### config.mk
export PLATFORM = sky130hd
export DESIGN_NAME = div_unit
export DESIGN_NICKNAME = d
export VERILOG_FILES = /design/src/rtl/div_unit.sv
export SDC_FILE = /design/constraint.sdc
export NUM_CORES = 1
export LEC_CHECK = 0
export ABC_CLOCK_PERIOD_IN_PS = 5090
export BUFFER_PORTS_ARGS = -buffer_cell sky130_fd_sc_hd__buf_4
export CORE_UTILIZATION = 50
export DETAILED_ROUTE_END_ITERATION = 8
export PLACE_DENSITY = 0.67
export SYNTH_ARGS = -nofsm -noshare
export SYNTH_HDL_FRONTEND = slang
export SYNTH_SLANG_ARGS = --single-unit
### constraint.sdc
create_clock -name clk -period 5.09 [get_ports clk]
set_input_delay 0.7635 -clock clk [delete_from_list [all_inputs] [get_ports clk]]
set_output_delay 0.7635 -clock clk [all_outputs]
set_load 0.05 [all_outputs]
### src/rtl/div_unit.sv
// Multi-cycle radix-2 restoring divider returning {remainder, quotient} with a ready handshake.
// Define DIV_ZERO_FLAG_EN to add the div_zero_o output flagging a zero divisor.
module div_unit #(
    parameter int DATA_W = 32
) (
    input  logic                  clk,
    input  logic                  rst,
    input  logic                  signed_div_i,
    input  logic [DATA_W-1:0]     opdata1_i,
    input  logic [DATA_W-1:0]     opdata2_i,
    input  logic                  start_i,
    input  logic                  annul_i,
`ifdef DIV_ZERO_FLAG_EN
    output logic                  div_zero_o,
`endif
    output logic [2*DATA_W-1:0]   result_o,
    output logic                  ready_o
);

    localparam int CNT_W = $clog2(DATA_W + 1);

    typedef enum logic [1:0] {FREE, BY_ZERO, ON, DONE} state_t;

    state_t              state_q, state_d;
    logic [CNT_W-1:0]    cnt_q, cnt_d;
    logic [DATA_W-1:0]   rem_q, rem_d;
    logic [DATA_W-1:0]   dvd_q, dvd_d;   // dividend magnitude, shifts out while quotient shifts in
    logic [DATA_W-1:0]   dvs_q, dvs_d;
    logic                neg_q_q, neg_q_d;
    logic                neg_r_q, neg_r_d;
    logic [2*DATA_W-1:0] result_d;
    logic                ready_d;
`ifdef DIV_ZERO_FLAG_EN
    logic                dz_d;
`endif

    logic [DATA_W:0]     shifted;
    logic [DATA_W-1:0]   trial;
    logic                ge;

    function automatic logic [DATA_W-1:0] mag(input logic [DATA_W-1:0] v, input logic neg);
        return neg ? (~v + DATA_W'(1)) : v;
    endfunction

    // Difference fits in DATA_W bits whenever the trial subtraction succeeds.
    assign shifted = {rem_q, dvd_q[DATA_W-1]};
    assign ge      = shifted >= {1'b0, dvs_q};
    assign trial   = shifted[DATA_W-1:0] - dvs_q;

    always_comb begin
        state_d  = state_q;
        cnt_d    = cnt_q;
        rem_d    = rem_q;
        dvd_d    = dvd_q;
        dvs_d    = dvs_q;
        neg_q_d  = neg_q_q;
        neg_r_d  = neg_r_q;
        result_d = result_o;
        ready_d  = ready_o;
`ifdef DIV_ZERO_FLAG_EN
        dz_d     = div_zero_o;
`endif
        case (state_q)
            FREE: begin
                if (start_i && !annul_i) begin
                    dvd_d   = mag(opdata1_i, signed_div_i && opdata1_i[DATA_W-1]);
                    dvs_d   = mag(opdata2_i, signed_div_i && opdata2_i[DATA_W-1]);
                    rem_d   = '0;
                    cnt_d   = '0;
                    neg_q_d = signed_div_i && (opdata1_i[DATA_W-1] ^ opdata2_i[DATA_W-1]);
                    neg_r_d = signed_div_i && opdata1_i[DATA_W-1];
                    state_d = (opdata2_i == '0) ? BY_ZERO : ON;
                end
            end
            BY_ZERO: begin
                result_d = '0;
                ready_d  = 1'b1;
`ifdef DIV_ZERO_FLAG_EN
                dz_d     = 1'b1;
`endif
                state_d  = DONE;
            end
            ON: begin
                if (annul_i || !start_i) begin
                    state_d = FREE;
                end else if (cnt_q != CNT_W'(DATA_W)) begin
                    rem_d = ge ? trial : shifted[DATA_W-1:0];
                    dvd_d = {dvd_q[DATA_W-2:0], ge};
                    cnt_d = cnt_q + CNT_W'(1);
                end else begin
                    result_d = {(neg_r_q ? -rem_q : rem_q), (neg_q_q ? -dvd_q : dvd_q)};
                    ready_d  = 1'b1;
                    state_d  = DONE;
                end
            end
            DONE: begin
                // annul_i is deliberately ignored here; only dropping start_i releases the result
                if (!start_i) begin
                    result_d = '0;
                    ready_d  = 1'b0;
`ifdef DIV_ZERO_FLAG_EN
                    dz_d     = 1'b0;
`endif
                    state_d  = FREE;
                end
            end
            default: state_d = FREE;
        endcase
    end

    always_ff @(posedge clk) begin
        if (rst) begin
            state_q  <= FREE;
            cnt_q    <= '0;
            rem_q    <= '0;
            dvd_q    <= '0;
            dvs_q    <= '0;
            neg_q_q  <= 1'b0;
            neg_r_q  <= 1'b0;
            result_o <= '0;
            ready_o  <= 1'b0;
`ifdef DIV_ZERO_FLAG_EN
            div_zero_o <= 1'b0;
`endif
        end else begin
            state_q  <= state_d;
            cnt_q    <= cnt_d;
            rem_q    <= rem_d;
            dvd_q    <= dvd_d;
            dvs_q    <= dvs_d;
            neg_q_q  <= neg_q_d;
            neg_r_q  <= neg_r_d;
            result_o <= result_d;
            ready_o  <= ready_d;
`ifdef DIV_ZERO_FLAG_EN
            div_zero_o <= dz_d;
`endif
        end
    end

endmodule

# After elaboration in Yosys (flattened, before gate mapping)

Index checks and enable logic that the tools add are counted.

Word-level logic and storage cells: 75
Output and inout bits: 65
Flip-flop bits (word level): 171
Input port bits: 69

Muxes and demuxes: 31
Order comparisons: 1
Bitwise logic cells: 3
Equal/unequal tests: 10
Reductions and logical operators: 15
$add $sub $neg: 6

Operators with widths:

| kind                  | count |
|---|---|
| $mux 32               | 11 |
| $mux 64               | 3 |
| $pmux 64 s3           | 1 |
| $pmux 32 s2           | 2 |
| $add 32x1->32 const B | 2 |
| $neg 32->32           | 2 |
| $not 32->32           | 2 |
| $ge 33x32->1          | 1 |
| $logic_not 32->1      | 1 |
| $sub 32x32->32        | 1 |
| $mux 6                | 3 |
| $pmux 6 s2            | 1 |
| $mux 2                | 5 |
| $ne 2x2->1 const B    | 5 |
| $pmux 2 s4            | 1 |
| $reduce_and 4->1      | 2 |
| $add 6x1->6 const B   | 1 |
| $ne 6x6->1 const B    | 1 |
| $eq 2x2->1 const B    | 2 |
| $logic_and 1x1->1     | 4 |
| $mux 1                | 3 |
| $ne 3x3->1 const B    | 1 |
| $pmux 1 s3            | 1 |
| $reduce_and 3->1      | 1 |
| other kinds (8)       | 9 |

# Longest topological paths before layout

Gate-level depths: netlist of run 1.

Word-level depth: 5
Gate-level depth with buffers: 14
Gate-level depth less buffers: 13

# Worst setup path after synthesis of run 1

OpenSTA, ideal clock, no wires.

Kind: reg-to-reg
Start: reg dvd_q[31]
End: reg rem_q[30]
Arrival: 2706 ps
Setup time: 120 ps
Clock period less this slack: 2826 ps
Required time: 4970 ps
Cell stages (with the launch flop): 14
Buffers on the path: 0
Setup slack: 2264 ps
Cells stage by stage: dfxtp_1 -> inv_1 -> ha_1 -> inv_1 -> fa_1 -> a21o_1 -> a221oi_1 -> o21ai_0 -> a31oi_1 -> o31a_1 -> o211ai_1 -> a31oi_1 -> xor2_1 -> a21oi_1

Longest elaborated chain between the ends: 5
Elaborated cells on any way between the ends: 6
Classes of those cells: 1 x add/sub; 1 x order compare; 4 x mux

RTL lines:

| element                                               | line   | RTL |
|---|---|---|
| start, declared                                       | 27     | `logic [DATA_W-1:0] dvd_q, dvd_d;` |
| start signal, assigned                                | 129    | `dvd_q <= dvd_d;` |
| $sub 32x32->32 / $ge 33x32->1 (equally long branches) | 48, 47 |  |
| $mux 32 (*)                                           | 87     | `rem_d = ge ? trial : shifted[DATA_W-1:0];` |
| $mux 32 (*)                                           | 86     | `end else if (cnt_q != CNT_W'(DATA_W)) begin` |
| $mux 32 (*)                                           | 84     | `if (annul_i \|\| !start_i) begin` |
| $pmux 32 s2 (*)                                       | 63     | `case (state_q)` |
| end signal, assigned                                  | 128    | `rem_q <= rem_d;` |
| end, declared                                         | 26     | `logic [DATA_W-1:0] rem_q, rem_d;` |

Every way passes the cells marked *; elsewhere a longest branch is shown, timed or not. The select of a mux whose other input is x is not followed.
A chain may end at the register's enable or synchronous reset.

# Worst setup path after layout of run 1

Start: reg rem_q[23]
End: reg rem_q[14]

Longest elaborated chain between the ends: 5

RTL lines:

| element      | line | RTL |
|---|---|---|
| $ge 33x32->1 | 47   | `assign ge = shifted >= {1'b0, dvs_q};` |
| $mux 32      | 87   |  |
| $mux 32      | 86   |  |
| $mux 32      | 84   |  |
| $pmux 32 s2  | 63   |  |

Every way passes these cells. The select of a mux whose other input is x is not followed.

==> impl_metrics.py, run 1 <==
metrics = {
    "worst_setup_path": {
        "cp_common_cell": "o21ai_0",
        "cp-end-kind": "flip-flop",
        "crit_chain": "ha_1 > a21oi_1 > o21ai_0 > or3_1 > o21a_1 > o31ai_4 > buf_4 > o21ai_0 > a22o_1",
        "path_class": "reg -> reg",
        "start_kind": "flip-flop",
        "slowest_delay_ns": 0.53,
        "critPathMaxFanout": 51,
        "critPathRequiredTime_ns": 5.41,
        "worstPathArrival_ns": 3.70,
        "slowest_stage": "dfxtp_1",
    },
    "cts": {
        "cts_buffers": 17,
        "cts_resized": 0,
        "clock_sinks": 171,
        "post_cts_buffers": 0,
        "clkTransAtPathRegs_ns": 0.07,
        "cts_tree": "built",
        "h-tree-depth": 4,
        "clockBufferDepth": 2,
        "cts_root_buf": "clkbuf_16",
        "holdBufCountCts": 0,
        "clk_latency_ns": 0.44,
    },
    "floorplanning": {
        "io_pins": 134,
        "design.core.area_mm2": 0.0210,
        "die_area_mm2": 0.0221,
        "die_x_um": 149,
        "rows": 53,
        "start_util": 0.511,
        "die_y_um": 149,
    },
    "power": {
        "p_comb_frac": 0.167,
        "p_sw_mw": 0.965,
        "power_frac_seq": 0.435,
        "switching_share": 0.297,
        "vdd_ir_drop_max_mv": 0.202,
        "p_int_mw": 2.28,
        "pwr-share-clk": 0.397,
        "power.density_mw_per_mm2": 260,
        "p_leak_nw": 5.01,
    },
    "global_routing": {
        "grt_max_degree": 82,
        "grt-ovfl-total": 0,
        "grt_pass1_vias": 8614,
        "antenna_found_initial": 0,
        "track_usage": 0.262,
        "grt_pass1_wl_mm": 45.9,
    },
    "finish": {
        "fill_cells": 1983,
        "final_nets": 1582,
        "post-route-util": 0.594,
        "final_cells": 1762,
        "final_common_cell": "nor2_1",
        "diodes": 0,
        "mostFrequentLayoutCells": "nor2_1 (189), dfxtp_1 (171), buf_4 (144)",
        "drive_gt1_frac": 0.137,
        "area_growth_pct": 16.2,
    },
    "synth": {
        "yosysSeqAreaShare": 0.319,
        "netlist-cell-type-count": 60,
        "ys_ff_latch": 171,
        "synth_xor_area_frac": 0.122,
        "syn_area_mm2": 0.0107,
        "syn_inst": 1396,
        "synth_area_per_cell_um2": 7.69,
        "synth_top_family_by_area": "compound AO/OA/AOI/OAI gates",
        "yosys.area_share.simple": 0.200,
        "async_reset_ff_frac": 0,
        "synth-edff-count": 0,
        "yosys.area_share.adder": 0.0462,
        "synth_compound_area_frac": 0.257,
        "synth_mux_area_frac": 0.00466,
        "synth_area_leaders": "dfxtp_1 (32%), xnor2_1 (8.4%), nor2_1 (6.7%), a21oi_1 (6.0%), ha_1 (4.4%)",
        "synth_top_cell_by_area": "dfxtp_1",
        "synth_nets": 1504,
        "synth_top_area_frac": 0.319,
        "ys.flop_type": "dfxtp_1",
        "synth_warnings": 0,
    },
    "sta": {
        "finClkSkew_ns": 0.0111,
        "finalCritPeriodShare": 0.663,
        "finalSetupViolations": 0,
        "finalMaxSlewViolations": 0,
        "rsz0062_at_grt": "no",
        "fin_tns_setup_ns": 0,
        "layout_setup_ws_ns": 1.72,
        "clock.fmax_ghz": 0.296,
        "period_needed_ns": 3.37,
        "hold_violations": 0,
        "tightest_slew_ns": 1.07,
        "slew_headroom": 0.286,
    },
    "placed_design": {
        "gp_congestion": 0.922,
        "place_ws_ns": 1.75,
        "place.detailed.hpwl_mm": 21.7,
        "portBuffers": 133,
        "numPlacedInstances": 1730,
    },
    "job": {
        "cap_violations": 0,
    },
    "route": {
        "drc_errors": 0,
        "avgViaCountPerCell": 5.72,
        "routedWlPerCell_um": 16.2,
        "first_pass_iters": 7,
        "vias": 10100,
        "drt_wl_total_mm": 28.6,
        "initialDrtViolationCount": 800,
        "ant_nets": 0,
    },
    "run_status": {
        "status": "complete, no violations",
    },
    "hold_path": {
        "hp-class": "reg -> reg",
    },
}
==> critical path, delay by kind of cell, from the launching register on <==
| family | cells | cell delay, ns |
|---|---|---|
| compound gates | 6 | 1.40 |
| fa+ha+maj | 1 | 0.42 |
| simple gates | 1 | 0.40 |
| buf+inv | 1 | 0.50 |
| flops | 1 | 0.53 |
==> per-layer routing <==
layer,up-vias,wire [um],GRT usage,part of all wire
met1,4600,15300,0.429,0.54
met3,16,1970,0.0399,0.069
li1,5133,-,-,-
met5,-,0,0,0
met2,326,11100,0.346,0.39
met4,0,227,0.0552,0.0079
==> cells in the mapped netlist, types with 23 or more instances <==
cell / number
xnor2_1: 103
clkbuf_1: 77
a211oi_1: 51
dfxtp_1: 171
nor2_1: 191
xor2_1: 46
nor3_1: 42
inv_1: 59
nand2_1: 115
a22oi_1: 37
ha_1: 38
o31ai_1: 24
a21oi_1: 128
o21ai_0: 74
a22o_1: 23
==> cells by family (layout without fill, tap and decap cells) <==
kind of cell	Yosys count	count (layout)
xor+xnor	149	149
buf+inv	144	235
mux	5	5
simple gates	461	461
compound gates	427	427
flops	171	171
fa+ha+maj	39	39
==> through the flow <==
step	area (um2)	total power, mW	hold slack, ns
after floorplan	10700	1.81	0.432
after global placement	11900	1.97	0.455
after detailed placement	11900	1.98	0.459
after CTS	12500	3.26	0.468
after global routing	12500	3.39	0.483
final	12500	3.25	0.469
==> final timing paths <==
| kind | startpoint | endpoint | slack, ns | cells past startpoint |
|---|---|---|---|---|
| worst min-delay path | dvs_q[0] | dvs_q[0] | 0.47 | 2 |
| worst max-delay path | rem_q[23] | rem_q[14] | 1.72 | 9 |
| worst max register to register | rem_q[23] | rem_q[14] | 1.72 | 9 |
| worst min register to register | dvs_q[0] | dvs_q[0] | 0.47 | 2 |
==> power by group through the flow <==
stage | clock network [mW] | logic [mW] | registers (mW)
after floorplan | 0 | 0.383 | 1.42
after global placement | 0 | 0.533 | 1.44
after detailed placement | 0 | 0.535 | 1.44
after CTS | 1.31 | 0.537 | 1.41
after global routing | 1.37 | 0.600 | 1.42
final | 1.29 | 0.543 | 1.41
==> area by class of cell <==
| cell class | instances | area [um2] | area share |
|---|---|---|---|
| multi-input cells | 1081 | 6820 | 0.547 |
| well taps | 275 | 344 | 0.0276 |
| inverters | 59 | 221 | 0.0177 |
| flip-flops and latches | 171 | 3420 | 0.274 |
| clock buffers | 17 | 425 | 0.0341 |
| clock inverters | 15 | 161 | 0.0129 |
| repair buffers | 144 | 1080 | 0.0866 |
==> state kept, by name, summed over array words and instances, names as in the netlist <==
name,cells
result_o,64
ready_o,1
dvs_q,32
state_q,2
cnt_q,6
neg_q_q,1
dvd_q,32
rem_q,32
neg_r_q,1
Note: power is estimated with default switching activity, not from simulation.
==> run 2: changes to the inputs <==
- ABC_CLOCK_PERIOD_IN_PS: 5090 -> 3000
- PLACE_DENSITY: 0.67 -> 0.7
- clock period: 5.09 -> 3 ns (I/O delays scaled with it)
==> run 2 against run 1 <==
Compared with the run above: die area unchanged; routed wire length is 5.4% higher; largest cell class unchanged; critical endpoint is now rem_q[28]; critical path depth up 5; worst setup slack lost 1.6 ns; first-iteration DRC count rose by 18%; final area up 4.5%; clock power increased by 67%.
==> impl_metrics.py, run 2 (same netlist as run 1, synthesis figures left out) <==
metrics = {
    "cts": {
        "clk_latency_ns": 0.43,
        "clock_sinks": 171,
        "cts_root_buf": "clkbuf_16",
        "h-tree-depth": 4,
        "clkTransAtPathRegs_ns": 0.07,
        "cts_tree": "built",
        "holdBufCountCts": 0,
        "cts_buffers": 17,
        "clockBufferDepth": 2,
    },
    "sta": {
        "finalMaxSlewViolations": 0,
        "hold_violations": 0,
        "rsz0062_at_grt": "yes",
        "layout_setup_ws_ns": 0.0998,
        "clock.fmax_ghz": 0.345,
        "slew_headroom": 0.318,
        "finClkSkew_ns": 0.0128,
        "period_needed_ns": 2.90,
        "finalSetupViolations": 0,
        "tightest_slew_ns": 1.02,
        "finalCritPeriodShare": 0.967,
    },
    "power": {
        "power.density_mw_per_mm2": 426,
        "vdd_ir_drop_max_mv": 0.252,
        "p_leak_nw": 5.35,
        "p_total_mw": 5.55,
    },
    "finish": {
        "design_area_mm2": 0.0130,
        "regMostFlops": "result_o",
        "final_cells": 1831,
        "drive_gt1_frac": 0.179,
        "area_growth_pct": 21.5,
        "final_common_cell": "buf_4",
        "mostFrequentLayoutCells": "buf_4 (213), nor2_1 (189), dfxtp_1 (171)",
        "diodes": 0,
        "final_nets": 1653,
        "largest_reg_flops": 64,
    },
    "floorplanning": {
        "die_x_um": 149,
        "rows": 53,
        "design.core.area_mm2": 0.0210,
        "die_area_mm2": 0.0221,
        "die_y_um": 149,
        "start_util": 0.511,
        "io_pins": 134,
    },
    "route": {
        "first_pass_iters": 5,
        "avgViaCountPerCell": 5.70,
        "ant_nets": 0,
        "initialDrtViolationCount": 943,
        "drc_errors": 0,
        "drt_wl_total_mm": 30.1,
        "routedWlPerCell_um": 16.5,
        "vias": 10400,
    },
    "worst_setup_path": {
        "cp_top_family": "compound AO/OA/AOI/OAI gates",
        "slowest_stage": "a221o_1",
        "cp_num_buf_inv": 3,
        "crit_chain": "inv_1 > ha_2 > inv_1 > fa_2 > a21o_1 > a221oi_2 > buf_4 > nor3_1 > o31ai_2 > nand3_1 > a221o_1 > a21oi_2 > xor2_1 > o21ai_0",
        "critPathMaxFanout": 3,
        "worstPathArrival_ns": 3.21,
        "start_kind": "flip-flop",
        "critPathRequiredTime_ns": 3.31,
        "slowest_delay_ns": 0.37,
        "cp-end-kind": "flip-flop",
        "path_class": "reg -> reg",
        "cp_common_cell": "inv_1",
    },
    "global_routing": {
        "track_usage": 0.273,
        "grt-ovfl-total": 0,
        "antenna_found_initial": 0,
        "grt_pass1_wl_mm": 47.7,
        "grt_max_degree": 76,
        "grt_pass1_vias": 9049,
    },
    "placed_design": {
        "place.detailed.hpwl_mm": 23.0,
        "numPlacedInstances": 1801,
        "portBuffers": 133,
        "gp_congestion": 0.936,
        "placed_area_mm2": 0.0124,
        "place_ws_ns": 0.0167,
    },
    "job": {
        "cap_violations": 0,
    },
    "run_status": {
        "status": "complete, no violations",
    },
    "hold_path": {
        "hp-class": "in -> reg",
    },
}
## run 2: tightest hold or removal path, cell delays in order
cell	delay (ns)
buf_4	0.14
nand2_1	0.06
a21oi_1	0.05
## run 2: timing repair
action / 4_1_cts / 5_1_grt
buffers inserted: 0 / 0
endpoints found under the setup margin: 0 / 5
resized for setup: 0 / 8
## run 2: final cells by class
class / count / area (um2)
fillers: 1935 / 7980
multi-input cells: 1081 / 6860
flip-flops and latches: 171 / 3420
repair buffers: 215 / 1630
clock buffers: 19 / 453
well taps: 275 / 344
inverters: 59 / 221
clock inverters: 11 / 114
## run 2: final timing paths
check / startpoint / endpoint / slack [ns] / cells past startpoint
setup / recovery: dvd_q[31] / rem_q[28] / 0.1 / 14
hold / removal: opdata2_i[0] / dvs_q[0] / 0.32 / 3
setup reg to reg: dvd_q[31] / rem_q[28] / 0.1 / 14
hold reg to reg: dvs_q[31] / dvs_q[31] / 0.45 / 2
## run 2: routing by layer
layer / global-route usage / share of wire / vias up
met5: 0 / 0 / -
met4: 0.0732 / 0.014 / 0
met3: 0.0396 / 0.082 / 26
met2: 0.362 / 0.38 / 374
li1: - / - / 5269
met1: 0.442 / 0.52 / 4770
## run 2: stage by stage
| step | setup TNS [ns] | hold WS [ns] | utilization |
|---|---|---|---|
| floorplan | 0 | 0.432 | - |
| global placement | 0 | 0.442 | 0.592 |
| detailed placement | 0 | 0.449 | 0.592 |
| CTS | 0 | 0.295 | 0.619 |
| global route | -0.0295 | 0.318 | 0.620 |
| finish | 0 | 0.319 | 0.620 |
## run 2: power by group
group	internal [mW]	switching (mW)	total [mW]
sequential	2.33	0.0586	2.39
clock	1.19	0.962	2.15
combinational	0.421	0.592	1.01
total	3.94	1.61	5.55
